`src/rtl/pipe_seq_ctrl_if.sv`:
```
// Handshake bundle between the PEECC run controller and its master.
// Master drives run control; slave (controller) drives stage enables/strobes.
interface pipe_seq_ctrl_if #(
  parameter int NUM_STAGES = 5,
  parameter int CNT_W      = 11
);
  localparam int SW = $clog2(NUM_STAGES);

  logic                  valid_in;
  logic                  fast_mode;
  logic [CNT_W-1:0]      dwell;
  logic                  abort;
  logic                  tx_finish;
  logic [NUM_STAGES-1:0] stage_en;
  logic [SW-1:0]         stage_idx;
  logic                  inn_rst_n;
  logic                  trigger;
  logic                  start_tx;
  logic                  done;
  logic                  busy;
  logic                  tx_timeout;

  modport master (
    output valid_in, fast_mode, dwell, abort, tx_finish,
    input  stage_en, stage_idx, inn_rst_n, trigger,
    input  start_tx, done, busy, tx_timeout
  );

  modport slave (
    input  valid_in, fast_mode, dwell, abort, tx_finish,
    output stage_en, stage_idx, inn_rst_n, trigger,
    output start_tx, done, busy, tx_timeout
  );
endinterface

```
`src/rtl/pipe_seq_ctrl.sv`:
```
// PEECC pipeline bring-up sequencer: staged fill, trigger window, TX handoff.
// Optional WAIT_TX watchdog enabled by defining PEECC_TX_TIMEOUT_EN.
module pipe_seq_ctrl #(
  parameter int NUM_STAGES = 5,
  parameter int CNT_W      = 11,
  parameter int TRIG_LO    = 1,
  parameter int TRIG_HI    = 9,
  parameter int TX_TIMEOUT = 4096
) (
  input logic           clk,
  input logic           rst,
  pipe_seq_ctrl_if.slave bus
);
  localparam int SW = $clog2(NUM_STAGES);
  localparam logic [SW-1:0] LAST = SW'(NUM_STAGES - 1);

  if (NUM_STAGES < 2 || TRIG_LO > TRIG_HI || TX_TIMEOUT < 1) begin : g_bad_cfg
    $error("pipe_seq_ctrl: illegal parameter set");
  end

  typedef enum logic [1:0] {
    S_IDLE,
    S_RUN,
    S_WAIT
  } state_t;

  state_t                state;
  state_t                nxt_state;
  logic [SW-1:0]         idx;
  logic [SW-1:0]         nxt_idx;
  logic [CNT_W-1:0]      cnt;
  logic [CNT_W-1:0]      nxt_cnt;
  logic [CNT_W-1:0]      dm1;
  logic [CNT_W-1:0]      nxt_dm1;
  logic [NUM_STAGES-1:0] nxt_en;
  logic                  nxt_trig;
  logic                  nxt_pulse;
  logic                  nxt_tmo;

`ifdef PEECC_TX_TIMEOUT_EN
  localparam int TW = (TX_TIMEOUT > 1) ? $clog2(TX_TIMEOUT) : 1;
  logic [TW-1:0] wcnt;
  logic [TW-1:0] nxt_wcnt;
  logic          expiry;
  assign expiry = (wcnt == TW'(TX_TIMEOUT - 1));
`endif

  always_comb begin
    nxt_state = state;
    nxt_idx   = idx;
    nxt_cnt   = cnt;
    nxt_dm1   = dm1;
    nxt_tmo   = 1'b0;
`ifdef PEECC_TX_TIMEOUT_EN
    nxt_wcnt  = '0;
`endif
    unique case (state)
      S_IDLE: begin
        if (bus.valid_in) begin
          nxt_state = S_RUN;
          nxt_idx   = bus.fast_mode ? LAST : '0;
          nxt_cnt   = '0;
          nxt_dm1   = (bus.dwell == '0) ? '0 : bus.dwell - 1'b1;
        end
      end
      S_RUN: begin
        if (bus.abort) begin
          nxt_state = S_IDLE;
          nxt_idx   = '0;
          nxt_cnt   = '0;
        end else if (cnt == dm1) begin
          nxt_cnt = '0;
          if (idx == LAST) begin
            nxt_state = S_WAIT;
            nxt_idx   = '0;
          end else begin
            nxt_idx = idx + 1'b1;
          end
        end else begin
          nxt_cnt = cnt + 1'b1;
        end
      end
      S_WAIT: begin
        if (bus.abort || bus.tx_finish) begin
          nxt_state = S_IDLE;
`ifdef PEECC_TX_TIMEOUT_EN
        end else if (expiry) begin
          nxt_state = S_IDLE;
          nxt_tmo   = 1'b1;
        end else begin
          nxt_wcnt = wcnt + 1'b1;
`endif
        end
      end
      default: begin
        nxt_state = S_IDLE;
        nxt_idx   = '0;
        nxt_cnt   = '0;
      end
    endcase
  end

  // Outputs are registered from next-state so they align with the state.
  always_comb begin
    nxt_en = '0;
    for (int i = 0; i < NUM_STAGES; i++) begin
      nxt_en[i] = (nxt_state == S_RUN) && (i <= int'(nxt_idx));
    end
    nxt_trig = (nxt_state == S_RUN) && (nxt_idx == LAST)
            && (nxt_cnt >= CNT_W'(TRIG_LO))
            && (nxt_cnt <= CNT_W'(TRIG_HI));
    nxt_pulse = (state == S_RUN) && (nxt_state == S_WAIT);
  end

  always_ff @(posedge clk) begin
    if (rst) begin
      state         <= S_IDLE;
      idx           <= '0;
      cnt           <= '0;
      dm1           <= '0;
      bus.stage_en  <= '0;
      bus.inn_rst_n <= 1'b0;
      bus.busy      <= 1'b0;
      bus.trigger   <= 1'b0;
      bus.start_tx  <= 1'b0;
      bus.done      <= 1'b0;
`ifdef PEECC_TX_TIMEOUT_EN
      wcnt           <= '0;
      bus.tx_timeout <= 1'b0;
`endif
    end else begin
      state         <= nxt_state;
      idx           <= nxt_idx;
      cnt           <= nxt_cnt;
      dm1           <= nxt_dm1;
      bus.stage_en  <= nxt_en;
      bus.inn_rst_n <= (nxt_state != S_IDLE);
      bus.busy      <= (nxt_state != S_IDLE);
      bus.trigger   <= nxt_trig;
      bus.start_tx  <= nxt_pulse;
      bus.done      <= nxt_pulse;
`ifdef PEECC_TX_TIMEOUT_EN
      wcnt           <= nxt_wcnt;
      bus.tx_timeout <= nxt_tmo;
`endif
    end
  end

`ifndef PEECC_TX_TIMEOUT_EN
  assign bus.tx_timeout = nxt_tmo;
`endif

  assign bus.stage_idx = idx;
endmodule
```
`src/flat_wrapper.sv`:
```
// flat-port wrapper written by rule: the top's interface ports become plain ports
module pipe_seq_ctrl_flat 
#(
  parameter int NUM_STAGES = 5,
  parameter int CNT_W      = 11,
  parameter int TRIG_LO    = 1,
  parameter int TRIG_HI    = 9,
  parameter int TX_TIMEOUT = 4096
)
  (clk, rst, bus_valid_in, bus_fast_mode, bus_dwell, bus_abort, bus_tx_finish, bus_stage_en, bus_stage_idx, bus_inn_rst_n, bus_trigger, bus_start_tx, bus_done, bus_busy, bus_tx_timeout);
  pipe_seq_ctrl_if #(.NUM_STAGES(NUM_STAGES), .CNT_W(CNT_W)) bus_i ();
  input logic clk;
  input logic rst;
  input wire logic [$bits(bus_i.valid_in)-1:0] bus_valid_in;
  input wire logic [$bits(bus_i.fast_mode)-1:0] bus_fast_mode;
  input wire logic [$bits(bus_i.dwell)-1:0] bus_dwell;
  input wire logic [$bits(bus_i.abort)-1:0] bus_abort;
  input wire logic [$bits(bus_i.tx_finish)-1:0] bus_tx_finish;
  output wire logic [$bits(bus_i.stage_en)-1:0] bus_stage_en;
  output wire logic [$bits(bus_i.stage_idx)-1:0] bus_stage_idx;
  output wire logic [$bits(bus_i.inn_rst_n)-1:0] bus_inn_rst_n;
  output wire logic [$bits(bus_i.trigger)-1:0] bus_trigger;
  output wire logic [$bits(bus_i.start_tx)-1:0] bus_start_tx;
  output wire logic [$bits(bus_i.done)-1:0] bus_done;
  output wire logic [$bits(bus_i.busy)-1:0] bus_busy;
  output wire logic [$bits(bus_i.tx_timeout)-1:0] bus_tx_timeout;
  assign bus_i.valid_in = bus_valid_in;
  assign bus_i.fast_mode = bus_fast_mode;
  assign bus_i.dwell = bus_dwell;
  assign bus_i.abort = bus_abort;
  assign bus_i.tx_finish = bus_tx_finish;
  assign bus_stage_en = bus_i.stage_en;
  assign bus_stage_idx = bus_i.stage_idx;
  assign bus_inn_rst_n = bus_i.inn_rst_n;
  assign bus_trigger = bus_i.trigger;
  assign bus_start_tx = bus_i.start_tx;
  assign bus_done = bus_i.done;
  assign bus_busy = bus_i.busy;
  assign bus_tx_timeout = bus_i.tx_timeout;
  pipe_seq_ctrl #(.NUM_STAGES(NUM_STAGES), .CNT_W(CNT_W), .TRIG_LO(TRIG_LO), .TRIG_HI(TRIG_HI), .TX_TIMEOUT(TX_TIMEOUT)) u_core (.clk(clk), .rst(rst), .bus(bus_i));
endmodule
```
`config.mk`:
```
export PLATFORM = sky130hd
export DESIGN_NAME = pipe_seq_ctrl_flat
export DESIGN_NICKNAME = d
export VERILOG_FILES = /design/src/rtl/pipe_seq_ctrl_if.sv /design/src/rtl/pipe_seq_ctrl.sv /design/src/flat_wrapper.sv
export SDC_FILE = /design/constraint.sdc
export NUM_CORES = 1
export LEC_CHECK = 0
export ABC_AREA = 1
export BUFFER_PORTS_ARGS = -buffer_cell sky130_fd_sc_hd__buf_2
export CORE_ASPECT_RATIO = 0.6
export CORE_MARGIN = 3
export CORE_UTILIZATION = 55
export DETAILED_ROUTE_END_ITERATION = 16
export GPL_TIMING_DRIVEN = 0
export PLACE_DENSITY = 0.82
export REMOVE_ABC_BUFFERS = 1
export SYNTH_ARGS = -nofsm -noshare
export SYNTH_HDL_FRONTEND = slang
export SYNTH_SLANG_ARGS = --single-unit
```
`constraint.sdc`:
```
create_clock -name clk -period 3 [get_ports clk]
set_clock_uncertainty 0.15 [all_clocks]
set_input_delay 0.15 -clock clk [delete_from_list [all_inputs] [get_ports clk]]
set_output_delay 0.15 -clock clk [all_outputs]
set_load 0.005 [all_outputs]
```
==> impl_metrics.json <==
{
  "drt_pre_antenna_iters": 5,
  "io_pins": 31,
  "post_cts_buffers": 0,
  "antenna_found_initial": 0,
  "dp_hpwl_um": 4058,
  "crit_top_cell": "nor2_1",
  "routed.top_layer": "met4",
  "grt_max_degree": 29,
  "setup_viol": 0,
  "die_w_um": 87.69,
  "power.density_nw_per_um2": 464.5,
  "path_max_fanout": 14,
  "core_area_um2": 3765,
  "grt_pass1_vias": 1860,
  "die_area_um2": 4824,
  "crit_type": "flop to flop",
  "synthCells": 340,
  "crit_arrival_ns": 2.71,
  "layout_min_cycle_time_ns": 2.676,
  "cts_resized": 0,
  "grt-ovfl-total": 0,
  "synth_xor_area_share_pct": 7.159,
  "cts.sinks": 35,
  "wl_met3_um": 461,
  "htree_levels": 2,
  "io_buffer_count": 29,
  "grt_pass1_wl_um": 8604,
  "clk_pin_slew_ns": 0.07,
  "fin_crit_sh_pct": 89.21,
  "hold_class": "input pin to flop",
  "synth-seq-cells": 35,
  "start_util_pct": 58.49,
  "drc": 0,
  "synth-edff-count": 0,
  "synth_top_flop_cell": "dfxtp_1",
  "cts_buffer_depth": 2,
  "diodes": 0,
  "fin_setup_tns_ns": 0,
  "synthToLayoutAreaGrowth_pct": 11.99,
  "drv_slew": 0,
  "power_leakage_nw": 1.210,
  "vias_per_cell": 5.246,
  "wire_per_inst_um": 12.85,
  "wl_met1_um": 2556,
  "drt_iter0_markers": 242,
  "peakVddDrop_uv": 258.5,
  "rsz0062_at_grt": "no",
  "synthAdderAreaFrac_pct": 2.273,
  "numCtsBuffers": 5,
  "relSlewSlack_pct": 19.37,
  "wl_met2_um": 2263,
  "max-cap-violations": 0,
  "yosysTopAreaCell": "dfxtp_1",
  "final_common_cell": "nand2_1",
  "synth_top_area_share_pct": 31.82,
  "root_buffer": "clkbuf_8",
  "vias": 2177,
  "startpoint_type": "flop",
  "max_freq_mhz": 373.7,
  "synth_top_family_by_area": "simple AND/OR/NAND/NOR gates",
  "ys_warn_count": 0,
  "netlist_area_um2": 2202,
  "crit_family": "simple AND/OR/NAND/NOR gates",
  "fin_area_um2": 2466,
  "placed_cell_area_um2": 2338,
  "dieHeight_um": 55.02,
  "layout-drive-gt1-share_pct": 17.66,
  "totalWireLength_um": 5331,
  "synth-compound-area-share_pct": 6.648,
  "outcome": "finished clean",
  "cp.required_ns": 3.04,
  "synth_cell_types": 31,
  "worstPathCellList": "inv_1 > nand2_1 > nor2_1 > nand2_1 > nor2_1 > nand3_1 > nand2_1 > inv_1 > nand3_1 > nor2_1 > nand3_1 > nor2_1",
  "synth_seq_area_share_pct": 31.82,
  "yosys.area_share.simple_pct": 40.00,
  "nets": 388,
  "crit_path_end_kind": "flop",
  "rows": 17,
  "grt_usage_pct": 23.74,
  "clk_latency_ns": 0.29,
  "final_antenna_net_count": 0,
  "synth_mux_area_share_pct": 0,
  "final_hold_viol_count": 0,
  "gp_congestion": 0.9003,
  "ctsHoldBuffers": 1,
  "tightestPinTransition_ns": 1.205,
  "final_cell_mix": "nand2_1, inv_1, nor2_1, dfxtp_1, buf_2",
  "cpMaxStageDelayCell": "nor2_1",
  "path_buf_inv": 2,
  "avgSynthCellArea_um2": 6.477,
  "slowest_delay_ns": 0.91,
  "synth_area_leaders": "dfxtp_1, nand2_1, inv_1, nor2_1, nand3_1",
  "whs_ns": 0.01962,
  "synthArstFlopShare_pct": 0,
  "cts_tree": "built"
}
[path summary, 6_finish.rpt]
check,to,slack [ns],depth (start not counted),startpoint
max,u_core.bus.trigger$_SDFF_PP0_,0.32,12,u_core.state[1]$_SDFF_PP0_
min,u_core.dm1[0]$_SDFFE_PP0P_,0.02,4,bus_dwell[0]
max reg2reg,u_core.bus.trigger$_SDFF_PP0_,0.32,12,u_core.state[1]$_SDFF_PP0_
min reg2reg,u_core.dm1[10]$_SDFFE_PP0P_,0.33,2,u_core.dm1[10]$_SDFFE_PP0P_
[routing by layer]
layer | vias up | global-route usage [%]
met3 | 8 | 5.325
met4 | 0 | 5.867
met5 | - | 0
met2 | 83 | 36.63
met1 | 990 | 33.78
li1 | 1096 | -
[tightest hold or removal path: stages]
cell	delay [ns]
buf_2	0.09
inv_1	0.04
nand2_1	0.06
a21oi_1	0.06
[through the flow]
step                power [mW]  cells  setup slack, ns  utilization [%]
global placement        0.6985    406           0.4878            62.11
global route             1.194    415           0.1174            65.50
floorplan               0.6410    330           0.9896                -
finish                   1.146    415           0.3238            65.50
detailed placement      0.7054    406           0.4409            62.11
CTS                      1.142    415           0.4082            65.50
[Yosys cell counts, types with 5 or more instances]
cell type,count
a21oi_1,18
dfxtp_1,35
inv_1,43
inv_2,7
nand2_1,109
nand3_1,21
nand3_2,6
nand4_1,5
nor2_1,35
xnor2_1,9
xor2_1,9
[layout make-up]
type                       count  area [µm²]
fill                         331        1299
multi-input combinational    243        1239
sequential                    35       700.7
inverter                      52       195.2
timing repair buffer          30       155.1
clock buffer                   6       82.58
tap                           47       58.81
clock inverter                 2       35.03
[state kept, by name (all words and copies together) (netlist names)]
name	cells
u_core.bus.trigger	1
u_core.bus.stage_idx	3
u_core.bus.inn_rst_n	1
u_core.bus.stage_en	5
u_core.dm1	11
u_core.state	2
u_core.cnt	11
u_core.bus.start_tx	1
[cell families (layout without fill, tap and decap cells)]
kind of cell,after synthesis,in the layout
AOI/OAI and AO/OA,27,27
xor gates and xnor gates,18,18
adders and majority gates,4,4
buffers and inverters,62,90
DFF,35,35
other,1,1
and+or+nand+nor,193,193
[power breakdown]
| group | internal [mW] | leakage, nW | switching [mW] | total [mW] |
|---|---|---|---|---|
| logic | 0.0677 | 0.863 | 0.130 | 0.198 |
| clock network | 0.269 | 0.0612 | 0.177 | 0.446 |
| registers | 0.485 | 0.285 | 0.0164 | 0.502 |
| total | 0.822 | 1.21 | 0.324 | 1.15 |
(Power assumes the default switching activity.)
